### src/rtl/ram_arb_pkg.sv
// ram_arb_pkg: shared state/port types and default widths for the RAM arbiter.
package ram_arb_pkg;
  localparam int ADDR_W_DEF = 6;
  localparam int DATA_W_DEF = 32;
  typedef enum logic [1:0] {IDLE, ACCESS, RDATA} state_t;
  typedef enum logic {PORT_A, PORT_B} port_t;
endpackage

### src/rtl/ram_arb_pick.sv
// ram_arb_pick: chooses the winning port; the round-robin pointer exists only under RAM_ARB_RR_EN,
// otherwise port A always wins a tie.
module ram_arb_pick
  import ram_arb_pkg::*;
(
`ifdef RAM_ARB_RR_EN
  input  logic  clk,
  input  logic  rst_n,
  input  logic  take_i,
`endif
  input  logic  a_req_i,
  input  logic  b_req_i,
  output port_t win_o,
  output logic  any_o
);
  assign any_o = a_req_i | b_req_i;
`ifdef RAM_ARB_RR_EN
  port_t prio_q;
  assign win_o = (a_req_i && b_req_i) ? prio_q : (a_req_i ? PORT_A : PORT_B);
  // priority passes to the port that did not just win
  always_ff @(posedge clk or negedge rst_n)
    if (!rst_n) prio_q <= PORT_A;
    else if (take_i) prio_q <= (win_o == PORT_A) ? PORT_B : PORT_A;
`else
  assign win_o = a_req_i ? PORT_A : PORT_B;
`endif
endmodule

### src/rtl/ram_arbiter.sv
// ram_arbiter: two-port arbiter in front of a single-port synchronous RAM.
// Define RAM_ARB_RR_EN for round-robin arbitration; the default is fixed priority to port A.
module ram_arbiter
  import ram_arb_pkg::*;
#(
  parameter int ADDR_W = ADDR_W_DEF,
  parameter int DATA_W = DATA_W_DEF
) (
  input  logic              clk,
  input  logic              rst_n,
  input  logic              a_req_i,
  input  logic              a_we_i,
  input  logic [ADDR_W-1:0] a_addr_i,
  input  logic [DATA_W-1:0] a_wdata_i,
  input  logic              b_req_i,
  input  logic              b_we_i,
  input  logic [ADDR_W-1:0] b_addr_i,
  input  logic [DATA_W-1:0] b_wdata_i,
  output logic              a_gnt_o,
  output logic              a_done_o,
  output logic [DATA_W-1:0] a_rdata_o,
  output logic              b_gnt_o,
  output logic              b_done_o,
  output logic [DATA_W-1:0] b_rdata_o,
  output logic              ram_we_o,
  output logic [ADDR_W-1:0] ram_addr_o,
  output logic [DATA_W-1:0] ram_din_o,
  input  logic [DATA_W-1:0] ram_dout_i,
  output logic              busy_o
);
  state_t            state_q;
  port_t             owner_q, win;
  logic              any, a_gnt_q, b_gnt_q, a_done_q, b_done_q, ram_we_q;
  logic [ADDR_W-1:0] ram_addr_q;
  logic [DATA_W-1:0] ram_din_q, a_rdata_q, b_rdata_q;
`ifdef RAM_ARB_RR_EN
  logic take;
  assign take = (state_q == IDLE) && any;
`endif
  ram_arb_pick u_pick (
`ifdef RAM_ARB_RR_EN
    .clk    (clk),
    .rst_n  (rst_n),
    .take_i (take),
`endif
    .a_req_i(a_req_i),
    .b_req_i(b_req_i),
    .win_o  (win),
    .any_o  (any)
  );
  // ram_we_q doubles as the read/write flag of the access in flight
  always_ff @(posedge clk or negedge rst_n) begin
    if (!rst_n) begin
      state_q    <= IDLE;
      owner_q    <= PORT_A;
      a_gnt_q    <= 1'b0;
      b_gnt_q    <= 1'b0;
      a_done_q   <= 1'b0;
      b_done_q   <= 1'b0;
      ram_we_q   <= 1'b0;
      ram_addr_q <= '0;
      ram_din_q  <= '0;
      a_rdata_q  <= '0;
      b_rdata_q  <= '0;
    end else begin
      a_gnt_q  <= 1'b0;
      b_gnt_q  <= 1'b0;
      a_done_q <= 1'b0;
      b_done_q <= 1'b0;
      case (state_q)
        IDLE: if (any) begin
          owner_q    <= win;
          ram_we_q   <= (win == PORT_A) ? a_we_i : b_we_i;
          ram_addr_q <= (win == PORT_A) ? a_addr_i : b_addr_i;
          ram_din_q  <= (win == PORT_A) ? a_wdata_i : b_wdata_i;
          a_gnt_q    <= (win == PORT_A);
          b_gnt_q    <= (win == PORT_B);
          state_q    <= ACCESS;
        end
        ACCESS: begin
          ram_we_q <= 1'b0;
          a_done_q <= ram_we_q && (owner_q == PORT_A);
          b_done_q <= ram_we_q && (owner_q == PORT_B);
          state_q  <= ram_we_q ? IDLE : RDATA;
        end
        RDATA: begin
          if (owner_q == PORT_A) a_rdata_q <= ram_dout_i;
          else b_rdata_q <= ram_dout_i;
          a_done_q <= (owner_q == PORT_A);
          b_done_q <= (owner_q == PORT_B);
          state_q  <= IDLE;
        end
        default: state_q <= IDLE;
      endcase
    end
  end
  assign a_gnt_o    = a_gnt_q;
  assign b_gnt_o    = b_gnt_q;
  assign a_done_o   = a_done_q;
  assign b_done_o   = b_done_q;
  assign a_rdata_o  = a_rdata_q;
  assign b_rdata_o  = b_rdata_q;
  assign ram_we_o   = ram_we_q;
  assign ram_addr_o = ram_addr_q;
  assign ram_din_o  = ram_din_q;
  assign busy_o     = (state_q != IDLE);
endmodule

### config.mk
export PLATFORM = sky130hd
export DESIGN_NAME = ram_arbiter
export DESIGN_NICKNAME = d
export VERILOG_FILES = /design/src/rtl/ram_arb_pkg.sv /design/src/rtl/ram_arb_pick.sv /design/src/rtl/ram_arbiter.sv
export SDC_FILE = /design/constraint.sdc
export NUM_CORES = 1
export LEC_CHECK = 0
export BUFFER_PORTS_ARGS = -buffer_cell sky130_fd_sc_hd__buf_2
export CORE_UTILIZATION = 46
export DETAILED_ROUTE_END_ITERATION = 12
export HOLD_SLACK_MARGIN = 0.15
export PLACE_DENSITY = 0.8
export SETUP_SLACK_MARGIN = 0.02
export SLEW_MARGIN = 20
export SYNTH_ARGS = -nofsm -noshare
export SYNTH_HDL_FRONTEND = slang
export SYNTH_SLANG_ARGS = --single-unit
### constraint.sdc
create_clock -name clk -period 1.82 [get_ports clk]
set_clock_uncertainty 0.15 [all_clocks]
set_input_delay 0.182 -clock clk [delete_from_list [all_inputs] [get_ports clk]]
set_output_delay 0.182 -clock clk [all_outputs]
set_load 0.005 [all_outputs]
; ---- After elaboration in Yosys (flattened, before gate mapping)
; Index checks and enable logic that the tools add are counted.
; W data, S select, Z words.
[classes]
bitwise_logic = 2
muxes = 15
n_eq_ne = 3
reduce_logical = 9
[op_table]
columns = cell, count
row1 = $mux W32, 1
row2 = $reduce_and A2 Y1, 4
row3 = $mux W1, 7
row4 = $mux W6, 1
row5 = $pmux W1 S2, 3
row6 = $mux W2, 2
row7 = $pmux W2 S2, 1
row8 = $reduce_bool A2 Y1, 2
row9 = $eq A2 B1 Y1 const B, 1
row10 = $eq A2 B2 Y1 const B, 1
row11 = $logic_and A1 B1 Y1, 2
row12 = $logic_not A2 Y1, 1
row13 = $ne A2 B2 Y1 const B, 1
row14 = $not A1 Y1, 1
row15 = $or A1 B1 Y1, 1
[word_totals]
inputBits = 114
regBits = 110
word_cells = 40
out_inout_bits = 108

; ---- Longest topological paths before layout
; Gate-level depths: netlist of the first run.
[depth]
ltp_word = 3
ltp_mapped = 8
mapped_depth_nobuf = 5

; ---- Hierarchy
; A second synthesis of the first run with hierarchy kept.
[hier_totals]
hier_cells = 341
hier_area_um2 = 4613.2
[by_module_without_submodules]
columns = module, cells_each, area_per_inst_um2, seq_area_each_um2, n_inst
row1 = ram_arbiter, 339, 4603.2, 2752.6, 1
row2 = ram_arb_pick, 2, 10.0, 0.0, 1

; ---- Worst setup path before layout of the first run
; Ideal clock, no wire load.
[synth_timing]
kind = reg-to-reg
from = reg state_q[0]
to = reg a_rdata_q[4] (netlist: a_rdata_o[4])
path_stages_with_launch = 7
arrival_ps = 1379
setup_time_ps = 125
path_buffers = 2
path_slack_ps = 166
path_cell_list = dfrtp_1 > inv_1 > ha_1 > nor2b_1 > buf_6 > buf_6 > mux2_2
[synth_between]
elab_chain_cells = 2
[synth_lines]
columns = element, line
row1 = start: declaration, ram_arbiter.sv:31  ; state_t state_q;
row2 = start signal: assignment, ram_arbiter.sv:84  ; state_q <= ram_we_q ? IDLE : RDATA;
row3 = $eq A2 B2 Y1, ram_arbiter.sv:70  ; case (state_q)
row4 = $reduce_and A2 Y1 (no source line), n/a
row5 = end signal: assignment, ram_arbiter.sv:87  ; if (owner_q == PORT_A) a_rdata_q <= ram_dout_i;
row6 = end: declaration, ram_arbiter.sv:35  ; logic [DATA_W-1:0] ram_din_q, a_rdata_q, b_rdata_q;
; Every way passes these cells.
; A chain may end at the register's enable or synchronous reset.

; ---- Final worst setup path of the first run
[layout_timing]
from = reg state_q[1]
to = out busy_o
[layout_between]
elab_chain_cells = 1
[layout_lines]
columns = element, line
row1 = $reduce_bool A2 Y1, ram_arbiter.sv:106  ; assign busy_o = (state_q != IDLE);
row2 = end: declaration, ram_arbiter.sv:29  ; output logic busy_o
; Every way passes these cells.

==> results of run 1 <==
worst max-delay path, stage by stage (launching register included):
cell and delay, ns:
sky130_fd_sc_hd__dfrtp_1 0.40, sky130_fd_sc_hd__inv_1 0.12, sky130_fd_sc_hd__ha_4 0.17, sky130_fd_sc_hd__buf_4 0.14, sky130_fd_sc_hd__inv_1 0.06, sky130_fd_sc_hd__buf_2 0.13
flip-flops by register name, indices dropped and copies added, names as in the netlist:
signal and flops:
a_rdata_o 32, b_rdata_o 32, ram_din_o 32, ram_addr_o 6, state_q 2, a_done_o 1, a_gnt_o 1, b_done_o 1
b_gnt_o 1, owner_q 1, ram_we_o 1
power breakdown:
| part | internal, mW | switching (mW) |
|---|---|---|
| sequential | 3.65 | 0.653 |
| clock | 0.598 | 0.849 |
| combinational | 2.27 | 1.85 |
| total | 6.52 | 3.35 |
routing by layer:
layer / vias to the layer above / track usage, %
met4: 0 / 10.93
met5: - / 0
met3: 35 / 6.349
met1: 1951 / 29.75
met2: 215 / 48.70
li1: 1840 / -
final timing paths:
path / from / end / slack (ns)
max: state_q[1]$_DFFE_PN0P_ / busy_o / 0.10
min: ram_din_o[11]$_DFFE_PN0P_ / ram_din_o[11]$_DFFE_PN0P_ / 0.33
max reg2reg: state_q[1]$_DFFE_PN0P_ / b_gnt_o$_DFF_PN0_ / 0.11
min reg2reg: ram_din_o[11]$_DFFE_PN0P_ / ram_din_o[11]$_DFFE_PN0P_ / 0.33
max in group asynchronous: rst_n / ram_din_o[22]$_DFFE_PN0P_ / 0.22
min in group asynchronous: rst_n / b_rdata_o[24]$_DFFE_PN0P_ / 0.72
kinds of logic (layout without fill, tap and decap cells):
logic type | count (synthesis) | after routing | share of synthesized area, %
flip-flops | 110 | 110 | 60.31
multiplexers | 103 | 103 | 25.00
AND/OR/NAND/NOR | 50 | 50 | 4.469
AO/OA/AOI/OAI | 45 | 45 | 5.346
buffers and inverters | 25 | 365 | 4.057
adder cells (fa/ha/maj) | 3 | 3 | 0.8225
area by class of cell:
class,instances,area (sq um)
Sequential cell,110,2753
Timing Repair Buffer,345,2402
Fill cell,565,2245
Multi-Input combinational cell,201,1647
Tap cell,129,161.4
Clock buffer,12,155.1
Clock inverter,4,37.54
Inverter,4,15.01
layout by cell type, fill, tap and decap left out, types with 6 or more instances in the layout:
master and n:
sky130_fd_sc_hd__dfrtp_1 110, sky130_fd_sc_hd__nand2_1 41, sky130_fd_sc_hd__mux2_4 8, sky130_fd_sc_hd__dlygate4sd3_1 115, sky130_fd_sc_hd__mux2_2 56, sky130_fd_sc_hd__clkbuf_8 11, sky130_fd_sc_hd__buf_12 6, sky130_fd_sc_hd__mux2i_1 39
sky130_fd_sc_hd__buf_2 220, sky130_fd_sc_hd__o21ai_0 36
metrics by stage:
stage	worst slack, ns	util, %	hold WS [ns]	cell area (sq um)
after floorplan	0.1663	-	-0.2636	4564
after global placement	0.1638	61.75	-0.01175	5814
after detailed placement	0.1204	61.75	-0.003029	5814
after CTS	0.04128	76.05	0.3097	7161
after global routing	0.006526	76.16	0.3676	7171
final	0.1036	76.16	0.3328	7171
what timing repair did:
item / in CTS / in global routing
setup endpoints to repair: 1 / 9
hold buffers: 115 / 0
resized for setup: 1 / 2
hold endpoints to repair: 218 / 0
==> reports/summary.json, run 1 <==
{
  "worst-endpoint-required_ns": 1.49,
  "synthCells": 336,
  "f_max_ghz": 0.5826,
  "via_per_inst": 5.020,
  "timing.reg2reg.worst_path_depth": 6,
  "fin_total_pwr_mw": 9.867,
  "critPathMaxFanout": 8,
  "ios": 222,
  "drt_pre_antenna_iters": 4,
  "synth.avg_cell_area_sq_um": 13.58,
  "tritoncts": "built",
  "finalWeightedCongestion": 0.7735,
  "via_count": 4041,
  "min_delay_path_depth": 2,
  "total_leakage_power_nw": 3.590,
  "floorplan.rows": 35,
  "wl_per_cell_um": 16.87,
  "totalNegativeSetupSlack_ns": 0,
  "clock_latency_ns": 0.35,
  "highest_signal_layer": "met4",
  "powerDensity_mw_per_mm2": 1376,
  "maxCapViolCount": 0,
  "slew_viol_final": 0,
  "die-width_um": 101.6,
  "yosys.cell_types.count": 25,
  "wl_met3_mm": 1.017,
  "initial_utilization_pct": 48.48,
  "end_kind": "primary output",
  "postSynthRegisterBits": 110,
  "numPlacedInstances": 674,
  "via_count_of_the_first_global_routing_pass": 4283,
  "synth-edff-count": 0,
  "relSlewSlack_pct": 71.81,
  "post_layout_nonfiller_instances": 805,
  "post-cts-setup-buffers": 0,
  "core_area_sq_mm": 0.009415,
  "met1_wire_length_mm": 5.125,
  "placement.io_buffers": 221,
  "synth.cell_area_sq_mm": 0.004564,
  "fp.dieH_um": 101.6,
  "synth.net_count": 453,
  "htreeDepth": 3,
  "longest_clk_path_bufs": 2,
  "final.period_utilization_pct": 94.31,
  "outcome": "finished clean",
  "insertedDiodeCount": 0,
  "synth.most_common_cell": "sky130_fd_sc_hd__dfrtp_1",
  "detailroute.wirelength.met2_mm": 7.082,
  "clockRootBuffer": "sky130_fd_sc_hd__clkbuf_8",
  "clk_pin_slew_ns": 0.10,
  "data_arrival_time_at_the_worst_slack_endpoint_ns": 1.38,
  "maximum_vdd_drop_mv": 0.6389,
  "first_iter_violations": 118,
  "grt_overflow": 0,
  "groute.usage.overall_pct": 26.68,
  "critical_setup_path_class": "reg -> out",
  "start_kind": "register",
  "detail_route.drc_violations": 0,
  "timing.final.crit_period_ns": 1.716,
  "rsz0062_at_grt": "true",
  "async_flop_share_pct": 100.0,
  "routed_wl_mm": 13.58,
  "finalNetCount": 788,
  "yosys.area.top_type_share_pct": 60.31,
  "finalHoldViolCount": 0,
  "route.antenna.remaining_nets": 0,
  "synth_seq_area_share_pct": 60.31,
  "synth_top_cell_by_area": "sky130_fd_sc_hd__dfrtp_1",
  "cts_buffers": 9,
  "numClockSinks": 110,
  "min_path_type": "reg -> reg",
  "hpwl_mm": 7.549,
  "antenna_found_initial": 0,
  "max_slew.worst_pin.slew_ns": 0.4229,
  "yosys_warnings": 0,
  "die-area_sq_mm": 0.01032,
  "grt_start_max_net_pins": 78,
  "syn2layout_area_growth_pct": 57.10,
  "final_layout_size_suffix_gt1_share_pct": 46.45,
  "yosys-top-cells-count": "sky130_fd_sc_hd__dfrtp_1, sky130_fd_sc_hd__mux2_2, sky130_fd_sc_hd__nand2_1",
  "synth_ff_type": "sky130_fd_sc_hd__dfrtp_1",
  "grt_first_pass_wirelength_mm": 20.80,
  "setup_violations": 0,
  "ys_top_cells_by_area": "sky130_fd_sc_hd__dfrtp_1, sky130_fd_sc_hd__mux2_2, sky130_fd_sc_hd__mux2i_1, sky130_fd_sc_hd__o21ai_0, sky130_fd_sc_hd__nand2_1"
}
Note: power is estimated with default switching activity, not from simulation.
==> inputs of run 2 (changes only) <==
--- a/config.mk
+++ b/config.mk
@@ -5,7 +5,8 @@
 export SDC_FILE = /design/constraint.sdc
 export NUM_CORES = 1
 export LEC_CHECK = 0
-export BUFFER_PORTS_ARGS = -buffer_cell sky130_fd_sc_hd__buf_2
+export ABC_CLOCK_PERIOD_IN_PS = 1820
+export BUFFER_PORTS_ARGS = -buffer_cell sky130_fd_sc_hd__buf_4
 export CORE_UTILIZATION = 46
 export DETAILED_ROUTE_END_ITERATION = 12
 export HOLD_SLACK_MARGIN = 0.15
==> reports/summary.json, run 2 (same netlist as run 1, synthesis figures left out) <==
{
  "hpwl_mm": 7.846,
  "setup_violations": 0,
  "powerDensity_mw_per_mm2": 1397,
  "numClockSinks": 110,
  "maxCapViolCount": 0,
  "min_path_type": "in -> reg",
  "most-common-layout-cells": "sky130_fd_sc_hd__buf_4, sky130_fd_sc_hd__dlygate4sd3_1, sky130_fd_sc_hd__dfrtp_1",
  "worst-endpoint-required_ns": 1.91,
  "rsz0062_at_grt": "true",
  "worst_path_buffer_plus_inverter_count": 2,
  "fp.dieH_um": 101.6,
  "syn2layout_area_growth_pct": 70.28,
  "f_max_ghz": 0.5760,
  "relSlewSlack_pct": 76.41,
  "power.share.clock_pct": 12.2,
  "final.period_utilization_pct": 95.38,
  "clock_latency_ns": 0.36,
  "dp_slack_ns": 0.08916,
  "multi_input_area_sq_mm": 0.001670,
  "tritoncts": "built",
  "grt_overflow": 0,
  "data_arrival_time_at_the_worst_slack_endpoint_ns": 1.83,
  "clockRootBuffer": "sky130_fd_sc_hd__clkbuf_8",
  "crit_family": "flip-flops",
  "start_kind": "register",
  "finalHoldViolCount": 0,
  "finalWeightedCongestion": 0.7988,
  "placement.io_buffers": 221,
  "maximum_vdd_drop_mv": 0.5955,
  "die-width_um": 101.6,
  "timing.final.crit_period_ns": 1.736,
  "cpPeakStageDelay_ns": 0.40,
  "via_count": 4067,
  "via_per_inst": 5.027,
  "route.antenna.remaining_nets": 0,
  "seq_area_sq_mm": 0.002753,
  "routed_wl_mm": 15.08,
  "fillerInstances": 489,
  "power.share.combinational_pct": 47.1,
  "grt_first_pass_wirelength_mm": 22.23,
  "max_slew.worst_pin.slew_ns": 0.3538,
  "layout.cells.most_common": "sky130_fd_sc_hd__buf_4",
  "wl_per_cell_um": 18.64,
  "final_layout_size_suffix_gt1_share_pct": 46.76,
  "sw_frac_of_total_pct": 33.45,
  "critical-path-slowest-cell": "sky130_fd_sc_hd__dfrtp_1",
  "groute.usage.overall_pct": 28.78,
  "longest_clk_path_bufs": 2,
  "critical_setup_path_class": "reg -> reg",
  "floorplan.rows": 35,
  "p_int_mw": 7.228,
  "initial_utilization_pct": 48.48,
  "total_leakage_power_nw": 3.778,
  "die-area_sq_mm": 0.01032,
  "cts_buffers": 9,
  "critPathMaxFanout": 8,
  "setup_ws_ns": 0.08400,
  "clk_pin_slew_ns": 0.11,
  "finalNetCount": 792,
  "core_area_sq_mm": 0.009415,
  "power.switching_mw": 3.633,
  "antenna_found_initial": 0,
  "critical_path.cell_chain": "inv_2, ha_4, nor2b_4, clkbuf_16, mux2_2",
  "drt_pre_antenna_iters": 5,
  "detail_route.drc_violations": 0,
  "ios": 222,
  "htreeDepth": 3,
  "share_seq_of_total_power_pct": 40.7,
  "totalNegativeSetupSlack_ns": 0,
  "grt_start_max_net_pins": 63,
  "slew_viol_final": 0,
  "insertedDiodeCount": 0,
  "via_count_of_the_first_global_routing_pass": 4300,
  "outcome": "finished clean",
  "first_iter_violations": 129,
  "end_kind": "register"
}
## run 2: layout make-up
cell class,count,area share [%]
flip-flops and latches,110,35.42
repair buffers,349,38.68
well taps,129,2.077
clock inverters,4,0.4024
multi-input cells,201,21.49
clock buffers,12,1.739
inverters,4,0.1932
## run 2: worst reg2reg max path: stages (launching register included)
cell	delay, ns
sky130_fd_sc_hd__dfrtp_1	0.40
sky130_fd_sc_hd__inv_2	0.12
sky130_fd_sc_hd__ha_4	0.15
sky130_fd_sc_hd__nor2b_4	0.26
sky130_fd_sc_hd__clkbuf_16	0.22
sky130_fd_sc_hd__mux2_2	0.33
## run 2: worst paths after layout
| kind | start | to | slack [ns] | cells past startpoint |
|---|---|---|---|---|
| setup reg to reg | state_q[0]$_DFFE_PN0P_ | a_rdata_o[27]$_DFFE_PN0P_ | 0.08 | 5 |
| hold reg to reg | ram_din_o[11]$_DFFE_PN0P_ | ram_din_o[11]$_DFFE_PN0P_ | 0.34 | 2 |
| hold / removal | a_req_i | ram_addr_o[0]$_DFFE_PN0P_ | 0.21 | 5 |
| max in group asynchronous | rst_n | a_rdata_o[23]$_DFFE_PN0P_ | 0.70 | 3 |
| setup / recovery | state_q[0]$_DFFE_PN0P_ | a_rdata_o[27]$_DFFE_PN0P_ | 0.08 | 5 |
| min in group asynchronous | rst_n | ram_din_o[5]$_DFFE_PN0P_ | 0.22 | 3 |
## run 2: power by group through the flow
| stage | sequential (mW) | combinational (mW) | clock, mW |
|---|---|---|---|
| 2_1_floorplan | 4.38 | 1.90 | 0 |
| 3_3_place_gp | 4.32 | 4.33 | 0 |
| 3_5_place_dp | 4.37 | 4.49 | 0 |
| 4_1_cts | 4.34 | 4.71 | 1.34 |
| 5_1_grt | 4.55 | 5.47 | 1.42 |
| 6_report | 4.42 | 5.11 | 1.33 |
## run 2: repair_timing
item / 4_1_cts / 5_1_grt
pin swaps: 0 / 1
setup buffers: 0 / 2
hold buffers: 114 / 0
endpoints found under the setup margin: 1 / 25
gates cloned: 0 / 3
endpoints found under the hold margin: 217 / 0
resized for setup: 1 / 7
## run 2: stage by stage
step	cell area, sq um	std cells	utilization [%]	power [mW]	hold WS [ns]
floorplan	4564	336	-	6.286	-0.2636
global placement	6352	674	67.47	8.653	-0.1446
detailed placement	6352	674	67.47	8.860	-0.1437
CTS	7662	804	81.38	10.39	0.1832
global route	7772	809	82.55	11.44	0.2335
finish	7772	809	82.55	10.86	0.2128
## run 2: per-layer routing
metal	vias to the layer above	track usage, %	wire, um
met2	223	49.79	7736
met3	45	7.867	1170
met4	0	13.49	538
li1	1837	-	-
met1	1962	33.14	5631
met5	-	0	0
